### src/rtl/dff_pipe_hs.sv
// dff_pipe_hs: elastic pipeline register with DEPTH WIDTH-bit stages under a
// valid/ready handshake. Empty stages collapse, so any bubble accepts data.
// Output is offered as a registered true/complement pair (q / qn).
// Optional occupancy counter output `occ` is enabled by defining DFF_PIPE_OCC_EN.
module dff_pipe_hs #(
   parameter int unsigned      WIDTH     = 8,
   parameter int unsigned      DEPTH     = 3,
   parameter logic [WIDTH-1:0] RESET_VAL = '0
) (
   input  logic             clk,
   input  logic             areset_n,
   input  logic             clr,
   input  logic             in_valid,
   input  logic [WIDTH-1:0] in_data,
   output logic             in_ready,
   output logic             out_valid,
   output logic [WIDTH-1:0] out_data,
   output logic [WIDTH-1:0] out_data_n,
   input  logic             out_ready
`ifdef DFF_PIPE_OCC_EN
   ,
   output logic [$clog2(DEPTH+1)-1:0] occ
`endif
);

   logic [DEPTH-1:0] valid;
   logic [DEPTH:0]   rdy;
   logic [DEPTH-1:0] mv;
   logic [WIDTH-1:0] data [DEPTH];
   logic [WIDTH-1:0] last_src;
   logic [WIDTH-1:0] data_n_last;
   logic             full_from;

   // Per-stage ready: a stage can take data unless it and every stage after it
   // is occupied while downstream stalls. Each bit is formed independently
   // (equivalent to the ripple rdy[i] = ~valid[i] | rdy[i+1]) so no bit of
   // the vector feeds another.
   always_comb begin
      rdy       = '0;
      full_from = 1'b1;
      rdy[DEPTH] = out_ready;
      for (int unsigned i = 0; i < DEPTH; i++) begin
         full_from = 1'b1;
         for (int unsigned j = i; j < DEPTH; j++) begin
            full_from = full_from & valid[j];
         end
         rdy[i] = out_ready | ~full_from;
      end
   end

   assign in_ready = rdy[0] & ~clr;

   // Stage move enables: stage i loads when its upstream holds data and it is ready.
   always_comb begin
      mv    = '0;
      mv[0] = in_valid & in_ready;
      for (int unsigned i = 1; i < DEPTH; i++) begin
         mv[i] = valid[i-1] & rdy[i];
      end
   end

   // Data feeding the last stage, used to register the complemented output.
   always_comb begin
      last_src = in_data;
      for (int unsigned i = 1; i < DEPTH; i++) begin
         if (i == DEPTH - 1) begin
            last_src = data[i-1];
         end
      end
   end

   // Valid bits: set on arrival, cleared when contents leave with nothing arriving.
   always_ff @(posedge clk or negedge areset_n) begin
      if (!areset_n) begin
         valid <= '0;
      end else if (clr) begin
         valid <= '0;
      end else begin
         for (int unsigned i = 0; i < DEPTH; i++) begin
            valid[i] <= mv[i] | (valid[i] & ~rdy[i+1]);
         end
      end
   end

   // Stage data registers: load only on a transfer into the stage, hold otherwise.
   always_ff @(posedge clk or negedge areset_n) begin
      if (!areset_n) begin
         for (int unsigned i = 0; i < DEPTH; i++) begin
            data[i] <= RESET_VAL;
         end
      end else if (!clr) begin
         if (mv[0]) begin
            data[0] <= in_data;
         end
         for (int unsigned i = 1; i < DEPTH; i++) begin
            if (mv[i]) begin
               data[i] <= data[i-1];
            end
         end
      end
   end

   // Registered complement of the last stage, loaded alongside it.
   always_ff @(posedge clk or negedge areset_n) begin
      if (!areset_n) begin
         data_n_last <= ~RESET_VAL;
      end else if (!clr && mv[DEPTH-1]) begin
         data_n_last <= ~last_src;
      end
   end

   assign out_valid  = valid[DEPTH-1];
   assign out_data   = data[DEPTH-1];
   assign out_data_n = data_n_last;

`ifdef DFF_PIPE_OCC_EN
   localparam int unsigned OW = $clog2(DEPTH + 1);

   logic in_xfer;
   logic out_xfer;

   assign in_xfer  = in_valid & in_ready;
   assign out_xfer = out_valid & out_ready;

   // Occupancy: +1 on input-only transfer, -1 on output-only transfer, zeroed by flush.
   always_ff @(posedge clk or negedge areset_n) begin
      if (!areset_n) begin
         occ <= '0;
      end else if (clr) begin
         occ <= '0;
      end else begin
         case ({in_xfer, out_xfer})
            2'b10:   occ <= occ + OW'(1);
            2'b01:   occ <= occ - OW'(1);
            default: occ <= occ;
         endcase
      end
   end
`endif

endmodule
### config.mk
export PLATFORM = sky130hd
export DESIGN_NAME = dff_pipe_hs
export DESIGN_NICKNAME = d
export VERILOG_FILES = /design/src/rtl/dff_pipe_hs.sv
export SDC_FILE = /design/constraint.sdc
export NUM_CORES = 1
export LEC_CHECK = 0
export ABC_AREA = 1
export CAP_MARGIN = 10
export CORE_ASPECT_RATIO = 0.8
export CORE_MARGIN = 4
export CORE_UTILIZATION = 35
export DETAILED_ROUTE_END_ITERATION = 10
export GPL_TIMING_DRIVEN = 0
export PLACE_DENSITY = 0.56
export SYNTH_ARGS = -nofsm -noshare
export SYNTH_HDL_FRONTEND = slang
export SYNTH_SLANG_ARGS = --single-unit
### constraint.sdc
create_clock -name clk -period 2.9 [get_ports clk]
set_input_delay 0.58 -clock clk [delete_from_list [all_inputs] [get_ports clk]]
set_output_delay 0.58 -clock clk [all_outputs]
set_load 0.1 [all_outputs]
# == Yosys cells after proc, flatten, opt, wreduce, memory -nomap -nowiden ==
# Cells that the tools add are included.
# totals
elab_cells,35
ff_bits,35
# op_classes
n_bitwise,24
reduce_logical,5
mux,1
# ops
operator,count
AND 1 bit,10
NOT 8 bit,1
NOT 1 bit,7
OR 1 bit,6
AND reduction 2 bit,3
two-way mux 3 bit,1
logical AND 1 bit,1
zero test 1 bit,1

# == Logic depth before layout (Yosys ltp) ==
# Gate-level depths: netlist of the first run.
# depth
ltp_word,8
ltp_mapped,6

# == Worst setup path before layout of the first run ==
# OpenSTA, ideal clock, no wires.
# synth_timing
kind,register -> output
startpoint,register valid[2]
endpoint,output port in_ready
setup_slack_ns,-0.127
t_arrival_ns,2.447
stages_incl_launch_ff,4
n_path_buf,0
cell_sequence,dfrtp_1 -> nand4_4 -> inv_1 -> nor2_1
# synth_between
elab_chain_len,4
# synth_rtl
element,line_no,source
"start, declared",26,logic [DEPTH-1:0] valid;
"start signal, assigned by index",80,valid[i] <= mv[i] | (valid[i] & ~rdy[i+1]);
AND 1 bit,45,full_from = full_from & valid[j];
NOT 1 bit,47,rdy[i] = out_ready | ~full_from;
OR 1 bit,47,
AND 1 bit,51,assign in_ready = rdy[0] & ~clr;
"end, declared",15,"output logic in_ready,"
# No other way between the ends.

# == Worst setup path after layout of the first run ==
# layout_timing
startpoint,"register data_n_last[1], in the netlist out_data_n[1]"
endpoint,output port out_data_n[1]
# layout_lines
element,line_no,source
"start, declared",31,logic [WIDTH-1:0] data_n_last;
"start signal, assigned",106,data_n_last <= ~RESET_VAL;
"start signal, assigned",108,data_n_last <= ~last_src;
"end, declared",18,"output logic [WIDTH-1:0] out_data_n,"
# No word-level cell between the ends.

==> results.tsv, run 1 <==
stage	metric	value	unit
synth	cell accounting for the most synthesized area	dfrtp_1	
sta	pins over their slew limit	0	
global_route	grt ovf	0	
route	vias after detailed routing	1047	
place	DP HPWL	1970	um
worst_setup_path	buffers and inverters on the worst path	1	
sta	Achievable Freq	0.395	GHz
final_layout	n_diodes	0	
final_layout	Area Growth Syn to Fin	27.9	%
die	Placement Rows	21	
synth	Post-Syn Instances	153	
global_route	gr usage total	10.6	%
die	Core ar.	4280	um2
sta	Least-Margin Pin Slew	0.970	ns
die	Die Footprint	5720	um2
worst_setup_path	critical path arrival	1.95	ns
synth	post-synth top area share	42.3	%
route	DR WL/cell	10.9	um
clock_network	sinks on the clock net	35	
route	DRT iter0 DRCs	38	
synth	Mapped Area	1600	um2
die	I/O pin count	31	
worst_setup_path	cell family with most CP delay	buffers and inverters	
die	Die Span Y	68.5	um
place	# port buffers	29	
clock_network	hold buffers post-CTS	0	
route	Initial DRT Pass Iterations	4	
worst_setup_path	Critical Path Max Stage Delay	1.12	ns
clock_network	later-pin clock latency in the skew report	0.29	ns
worst_setup_path	CP Class	reg2out	
route	vias per cell	4.24	
clock_network	clock slew at reported path FFs	0.07	ns
final_layout	commonest non-fill, non-tap cell in the layout	nand2_1	
clock_network	clock buffer depth	2	
worst_setup_path	CP max stage cell	clkdlybuf4s50_1	
worst_setup_path	crit-path cells	clkdlybuf4s50_1	
route	DRC viols	0	
global_route	largest net degree at the start of global routing	36	
worst_setup_path	crit path from	out_data_n[1]	
synth	yosys synthesis warning count	0	
place	worst slack, placed	-0.236	ns
global_route	initial antenna violation count	0	
worst_setup_path	required time worst endpoint	2.32	ns
worst_setup_path	critical path endpoint	out_data_n[1]	
global_route	first-pass GRT wire length	4690	um
sta	worst clock skew	0.00934	ns
sta	Final setup viols	0	
global_route	vias in the first global route	1021	
worst_setup_path	Critical Path Sink Type	primary output	
synth	Unique masters post-synth	17	
final_layout	Non-Filler Instances	247	
worst_setup_path	crit path max fanout	2	
die	die width	83.6	um
synth	synthesized area per cell	10.5	um2
synth	synth top area cells	dfrtp_1, dfstp_2, o21ai_2, nand2_1, inv_1	
worst_setup_path	R2R Setup Slk	1.76	ns
run	max-cap violations	0	
power	Pwr Total	1.79	mW
power	peak supply drop	0.000346	V
power	Power Density	873	nW/um2
synth	Mapped Nets	166	
worst_setup_path	reg2reg end	last_src[5]	
synth	Yosys reg bits	35	
sta	final critical-path share of the clock period	87.2	%
clock_network	H-tree levels	2	
route	antenna viol nets, final	0	
final_layout	commonest non-fill, non-tap cells in the layout	nand2_1, dfrtp_1, clkdlybuf4s50_1	
die	Initial Utilization	37.3	%
place	placed insts	239	
final_layout	fraction of layout instances using a drive strength above 1	28.9	%
clock_network	CTS root buf	clkbuf_8	
worst_setup_path	Crit path depth	1	
sta	Fin. Hold Viols	0	
route	drt total wl	2690	um
clock_network	CTS Buf Count	5	
worst_setup_path	r2r startpoint	valid[1]	
sta	setup ws final	0.371	ns
place	RePlAce Congestion	0.675	
final_layout	fin util	47.7	%
final_layout	final-stage net count	202	
sta	unrepaired setup endpoints after global routing	false	
sta	Slew Limit Headroom	35.1	%
power	leakage power	0.959	nW
status	status	complete, no violations	
worst_setup_path	CP Launch Type	register	
sta	final worst path period need	2.53	ns
worst_setup_path	Reg2Reg Depth	5	
clock_network	CTS tree	yes	
synth	sequential share of the synthesized area	55.4	%
worst_hold_path	Worst Hold Class	in2async	
[final cells by class]
class	count	area [um2]
Timing Repair Buffer	29	280
Multi-Input combinational cell	83	499
Buffer	14	138
Fill cell	421	2240
Sequential cell	35	886
Inverter	21	78.8
Clock inverter	1	5.00
Tap cell	57	71.3
Clock buffer	7	86.3
[layer usage]
metal | vias up | GRT usage (%) | wire (um)
li1 | 549 | - | -
met1 | 461 | 13.2 | 1320
met2 | 30 | 16.3 | 1150
met3 | 7 | 3.61 | 165
met4 | 0 | 6.02 | 61
met5 | - | 0 | 0
[what timing repair did]
action | CTS | global route
resized for setup | 1 | 2
pin swaps | 0 | 0
setup endpoints to repair | 1 | 1
setup buffers | 0 | 0
[registers in the layout, indices dropped and copies added (netlist names)]
name	cells
data	8
last_src	8
out_data	8
out_data_n	8
valid	3
[per-stage QoR]
stage	cell area, um2	setup TNS [ns]	hold WS [ns]
finish	2040	0	0.359
global route	2040	0	0.425
CTS	2050	0	0.382
detailed placement	1960	-0.236	0.447
global placement	1960	-0.225	0.437
floorplan	1600	0	0.284
[cell usage after synthesis]
library cell  instances
buf_6                 3
nand3_4               3
inv_1                20
buf_12                2
nand3_2               1
nor2_1                3
a21oi_1               2
buf_4                 8
clkbuf_1              1
o21ai_0               6
nand4_1               8
inv_2                 1
o21ai_2              18
nand4_4               1
dfstp_2               8
nand2_1              41
dfrtp_1              27
[worst min path at each step]
stage,to,start
2_1_floorplan,data[16],areset_n
3_3_place_gp,out_data_n[5],last_src[5]
3_5_place_dp,out_data_n[5],last_src[5]
4_1_cts,out_data[3],areset_n
5_1_grt,out_data[1],areset_n
6_report,out_data[4],areset_n
[logic make-up after synthesis]
group                  share of synthesized area (%)
AOI/OAI and AO/OA                               12.4
buffers and inverters                           13.5
DFF                                             55.4
and+or+nand+nor                                 18.7
[power breakdown]
group / leakage, nW / switching [mW] / internal (mW) / total, mW
Clock: 0.0482 / 0.164 / 0.191 / 0.356
Sequential: 0.432 / 0.0623 / 0.604 / 0.666
Combinational: 0.479 / 0.558 / 0.206 / 0.764
Power figures use the tool's default switching activity.
==> run 2, diff against run 1 <==
- SLEW_MARGIN: not set -> 20
==> results.tsv, run 2 (synthesis results as in run 1) <==
stage	metric	value	unit	change
global_route	vias in the first global route	1027		was 1021
sta	Least-Margin Pin Slew	0.968	ns	was 0.970 ns
worst_setup_path	reg2reg end	last_src[6]		was last_src[5]
worst_setup_path	CP max stage cell	clkdlybuf4s50_1		unchanged
final_layout	fraction of layout instances using a drive strength above 1	29.3	%	was 28.9%
power	Power Density	865	nW/um2	was 873 nW/um2
worst_setup_path	crit path max fanout	2		unchanged
worst_setup_path	cell family with most CP delay	buffers and inverters		unchanged
route	DRT iter0 DRCs	56		was 38
worst_setup_path	Reg2Reg Depth	5		unchanged
clock_network	hold buffers post-CTS	0		unchanged
sta	unrepaired setup endpoints after global routing	false		unchanged
sta	Final setup viols	0		unchanged
global_route	largest net degree at the start of global routing	25		was 36
global_route	first-pass GRT wire length	4690	um	about the same
worst_setup_path	R2R Setup Slk	1.76	ns	about the same
worst_setup_path	CP Launch Type	register		unchanged
route	vias after detailed routing	1065		was 1047
sta	setup ws final	0.371	ns	about the same
worst_setup_path	required time worst endpoint	2.32	ns	about the same
sta	final worst path period need	2.53	ns	about the same
clock_network	CTS tree	yes		unchanged
global_route	initial antenna violation count	0		unchanged
status	status	complete, no violations		unchanged
global_route	grt ovf	0		unchanged
route	DR WL/cell	10.9	um	about the same
place	# port buffers	29		unchanged
worst_setup_path	buffers and inverters on the worst path	1		unchanged
sta	Fin. Hold Viols	0		unchanged
worst_setup_path	CP Class	reg2out		unchanged
final_layout	fillers	403		was 421
clock_network	later-pin clock latency in the skew report	0.28	ns	was 0.29 ns
clock_network	sinks on the clock net	35		unchanged
route	Initial DRT Pass Iterations	4		unchanged
worst_hold_path	Worst Hold Class	in2async		unchanged
run	max-cap violations	0		unchanged
place	DP Area	1990	um2	was 1960 um2
global_route	met3 usage	3.73	%	was 3.61%
route	antenna viol nets, final	0		unchanged
die	I/O pin count	31		unchanged
final_layout	n_diodes	0		unchanged
global_route	Top Usage Layer GRT	met2		unchanged
clock_network	clock buffer depth	2		unchanged
power	peak supply drop	0.000362	V	was 0.000346 V
clock_network	CTS root buf	clkbuf_8		unchanged
power	leakage power	0.971	nW	was 0.959 nW
worst_setup_path	Critical Path Max Stage Delay	1.13	ns	was 1.12 ns
route	DRC viols	0		unchanged
die	die width	83.6	um	unchanged
clock_network	H-tree levels	2		unchanged
sta	pins over their slew limit	0		unchanged
worst_setup_path	crit-path cells	clkdlybuf4s50_1		unchanged
route	drt total wl	2700	um	was 2690 um
worst_setup_path	critical path arrival	1.95	ns	about the same
sta	Achievable Freq	0.395	GHz	about the same
die	Initial Utilization	37.3	%	unchanged
place	DP HPWL	2050	um	was 1970 um
global_route	met2 usage	16.7	%	was 16.3%
final_layout	final-stage net count	203		was 202
worst_setup_path	Critical Path Sink Type	primary output		unchanged
die	Core ar.	4280	um2	unchanged
route	vias per cell	4.29		was 4.24
place	worst slack, placed	-0.237	ns	was -0.236 ns
sta	Slew Limit Headroom	35.2	%	was 35.1%
global_route	gr usage total	10.7	%	was 10.6%
final_layout	commonest non-fill, non-tap cell in the layout	nand2_1		unchanged
final_layout	Final Instance Area	2070	um2	was 2040 um2
sta	worst clock skew	0.0107	ns	was 0.00934 ns
worst_setup_path	crit path from	out_data_n[7]		was out_data_n[1]
worst_setup_path	r2r startpoint	valid[1]		unchanged
die	Placement Rows	21		unchanged
final_layout	Area Growth Syn to Fin	29.6	%	was 27.9%
final_layout	Multi-input gate area	499	um2	unchanged
die	Die Footprint	5720	um2	unchanged
die	Die Span Y	68.5	um	unchanged
sta	final critical-path share of the clock period	87.2	%	about the same
place	RePlAce Congestion	0.675		unchanged
clock_network	CTS Buf Count	5		unchanged
global_route	M1 GR Usage	12.9	%	was 13.2%
clock_network	clock slew at reported path FFs	0.07	ns	about the same
final_layout	commonest non-fill, non-tap cells in the layout	nand2_1, dfrtp_1, clkdlybuf4s50_1		unchanged
final_layout	Reg area	886	um2	unchanged
run 2: cell count changes in the layout (fill, tap and decap cells not counted), sizes merged:
cell and change:
buf +1
run 2: power breakdown:
part / internal, mW / switching (mW)
Sequential: 0.604 / 0.0628
Combinational: 0.209 / 0.559
Clock: 0.191 / 0.167
run 2: metal layers:
metal	share of wire, %	vias to the layer above
met5	0	-
met4	2.5	0
met3	6.1	7
met2	43	29
met1	48	474
li1	-	555
run 2: how the worst max path moves through the flow:
stage	to	slack (ns)	cells past startpoint
CTS	in_ready	0.04	6
detailed placement	in_ready	-0.24	6
finish	out_data_n[7]	0.37	1
global route	out_data_n[1]	0.33	1
global placement	in_ready	-0.22	6
floorplan	in_ready	0.33	3
run 2: timing repair:
item / CTS / global route
pin swaps: 0 / 0
setup endpoints to repair: 1 / 1
gates resized for setup: 1 / 2
buffers inserted: 0 / 0
hold endpoints to repair: 0 / 0
cloned: 0 / 0
run 2: area by class of cell:
type	instances	share of cell area (%)
sequential	35	42.8
clock inverter	1	0.242
multi-input combinational	83	24.1
tap	57	3.44
buffer	14	6.64
inverter	21	3.80
timing repair buffer	30	14.9
clock buffer	7	4.17
run 2: per-stage QoR:
step                setup TNS [ns]  utilization (%)  power, mW  hold WS [ns]  instances
finish                           0             48.4       1.79         0.179        248
global route                     0             48.4       1.88         0.185        248
CTS                              0             48.5       1.82         0.180        248
detailed placement          -0.237             46.4       1.45         0.444        240
global placement            -0.225             45.8       1.44         0.437        239
floorplan                        0                -       1.29         0.284        153
==> run 3, diff against run 2 <==
- CELL_PAD_IN_SITES_DETAIL_PLACEMENT: not set -> 0
- CELL_PAD_IN_SITES_GLOBAL_PLACEMENT: not set -> 1
- GPL_ROUTABILITY_DRIVEN: not set -> 0
- PLACE_DENSITY: 0.56 -> 0.69
==> results.tsv, run 3 (synthesis results as in run 1) <==
stage	metric	value	unit	change
power	leakage power	0.971	nW	about the same
worst_setup_path	reg2reg end	out_data[2]		was last_src[6]
clock_network	clock buffer depth	2		unchanged
sta	setup ws final	0.379	ns	was 0.371 ns
worst_setup_path	Critical Path Max Stage Delay	1.12	ns	was 1.13 ns
global_route	initial antenna violation count	0		unchanged
worst_setup_path	CP Class	reg2out		unchanged
worst_setup_path	crit path from	out_data_n[3]		was out_data_n[7]
sta	unrepaired setup endpoints after global routing	false		unchanged
route	antenna viol nets, final	0		unchanged
worst_setup_path	cell family with most CP delay	buffers and inverters		unchanged
power	Internal Pwr Total	0.977	mW	was 1.00 mW
worst_setup_path	r2r startpoint	valid[2]		was valid[1]
route	DRT iter0 DRCs	44		was 56
die	Initial Utilization	37.3	%	unchanged
worst_setup_path	Crit path depth	1		unchanged
worst_setup_path	CP Launch Type	register		unchanged
clock_network	CTS root buf	clkbuf_8		unchanged
sta	pins over their slew limit	0		unchanged
run	max-cap violations	0		unchanged
power	Power Density	854	nW/um2	was 865 nW/um2
final_layout	commonest non-fill, non-tap cell in the layout	nand2_1		unchanged
global_route	gr usage total	11.0	%	was 10.7%
worst_setup_path	crit-path cells	clkdlybuf4s50_1		unchanged
die	Die Footprint	5720	um2	unchanged
global_route	largest net degree at the start of global routing	26		was 25
status	status	complete, no violations		unchanged
power	Comb power frac	43.5	%	was 42.9%
global_route	vias in the first global route	1074		was 1027
die	Core ar.	4280	um2	unchanged
sta	worst clock skew	0.00433	ns	was 0.0107 ns
route	highest routed layer	met4		unchanged
worst_setup_path	critical path endpoint	out_data_n[3]		was out_data_n[7]
clock_network	post-CTS setup buffer count	0		unchanged
global_route	first-pass GRT wire length	4910	um	was 4690 um
final_layout	Area Growth Syn to Fin	29.1	%	was 29.6%
clock_network	H-tree levels	2		unchanged
worst_setup_path	crit path max fanout	2		unchanged
sta	Slew Limit Headroom	35.5	%	was 35.2%
final_layout	final-stage net count	203		unchanged
sta	final worst path period need	2.52	ns	was 2.53 ns
worst_setup_path	buffers and inverters on the worst path	1		unchanged
route	vias per cell	4.27		was 4.29
worst_setup_path	critical path arrival	1.94	ns	was 1.95 ns
power	switching power share of the total	44.6	%	was 44.0%
worst_setup_path	R2R Setup Slk	1.79	ns	was 1.76 ns
route	DRC viols	0		unchanged
global_route	grt ovf	0		unchanged
die	Die Span Y	68.5	um	unchanged
power	peak supply drop	0.000393	V	was 0.000362 V
sta	Achievable Freq	0.397	GHz	was 0.395 GHz
route	Initial DRT Pass Iterations	4		unchanged
sta	Fin. Hold Viols	0		unchanged
place	# port buffers	29		unchanged
clock_network	later-pin clock latency in the skew report	0.28	ns	about the same
clock_network	CTS tree	yes		unchanged
final_layout	n_diodes	0		unchanged
die	Placement Rows	21		unchanged
power	sequential share of power	37.9	%	was 37.2%
sta	final critical-path share of the clock period	86.9	%	was 87.2%
clock_network	sinks on the clock net	35		unchanged
power	clock share of power	18.6	%	was 20.0%
die	die width	83.6	um	unchanged
place	placed insts	240		unchanged
die	I/O pin count	31		unchanged
place	DP HPWL	2100	um	was 2050 um
route	vias after detailed routing	1059		was 1065
route	drt total wl	2680	um	was 2700 um
final_layout	fraction of layout instances using a drive strength above 1	29.8	%	was 29.3%
clock_network	clock slew at reported path FFs	0.07	ns	about the same
route	met2 routed WL	1180	um	was 1160 um
route	DR WL/cell	10.8	um	was 10.9 um
clock_network	hold buffers post-CTS	0		unchanged
place	worst slack, placed	-0.254	ns	was -0.237 ns
worst_setup_path	Critical Path Sink Type	primary output		unchanged
worst_hold_path	Worst Hold Class	in2async		unchanged
clock_network	CTS Buf Count	5		unchanged
sta	Final setup viols	0		unchanged
worst_setup_path	Reg2Reg Depth	5		unchanged
sta	Least-Margin Pin Slew	0.965	ns	was 0.968 ns
worst_setup_path	required time worst endpoint	2.32	ns	about the same
power	Psw	0.786	mW	was 0.788 mW
final_layout	Non-Filler Instances	248		unchanged
route	M1 WL	1290	um	was 1310 um
worst_setup_path	CP max stage cell	clkdlybuf4s50_1		unchanged
final_layout	commonest non-fill, non-tap cells in the layout	nand2_1, dfrtp_1, clkdlybuf4s50_1		unchanged
route	DR WL met3	161	um	was 164 um
-- run 3: changes by cell type in the layout (fill, tap and decap cells not counted) --
cell	delta
clkbuf_1	-1
clkbuf_8	-1
clkinv_2	+2
-- run 3: final cells by class --
cell class                      count  area (um2)
Buffer                             14         138
Clock buffer                        5        68.8
Clock inverter                      3        15.0
Fill cell                         417        2220
Inverter                           21        78.8
Multi-Input combinational cell     83         499
Sequential cell                    35         886
Tap cell                           57        71.3
Timing Repair Buffer               30         308
-- run 3: power groups by stage --
stage | clock network (mW) | registers (mW) | logic (mW)
global placement | 0 | 0.672 | 0.767
global route | 0.360 | 0.683 | 0.809
finish | 0.328 | 0.668 | 0.767
detailed placement | 0 | 0.678 | 0.776
CTS | 0.343 | 0.670 | 0.776
floorplan | 0 | 0.901 | 0.385
-- run 3: worst min path at each step --
stage           startpoint            end  slack (ns)  depth (start not counted)
2_1_floorplan     areset_n       data[16]        0.28                          0
3_3_place_gp   last_src[6]  out_data_n[6]        0.44                          1
3_5_place_dp   last_src[3]  out_data_n[3]        0.44                          1
4_1_cts           areset_n    out_data[7]        0.17                          1
5_1_grt           areset_n    out_data[7]        0.17                          1
6_report          areset_n    out_data[7]        0.17                          1
-- run 3: per-stage QoR --
stage	hold slack [ns]	utilization, %	setup TNS (ns)	area [um2]	total power [mW]
6_report	0.169	48.2	0	2060	1.76
5_1_grt	0.173	48.2	0	2060	1.85
4_1_cts	0.165	48.3	0	2070	1.79
3_5_place_dp	0.444	46.4	-0.254	1990	1.45
3_3_place_gp	0.436	45.8	-0.226	1960	1.44
2_1_floorplan	0.284	-	0	1600	1.29
-- run 3: per-layer routing --
metal | vias up | global-route usage [%]
met5 | - | 0
met4 | 0 | 5.42
met3 | 5 | 3.85
met2 | 27 | 17.5
met1 | 476 | 13.4
li1 | 551 | -
-- run 3: repair_timing --
item / 4_1_cts / 5_1_grt
cloned: 0 / 0
gates resized for setup: 1 / 2
endpoints found under the setup margin: 1 / 1
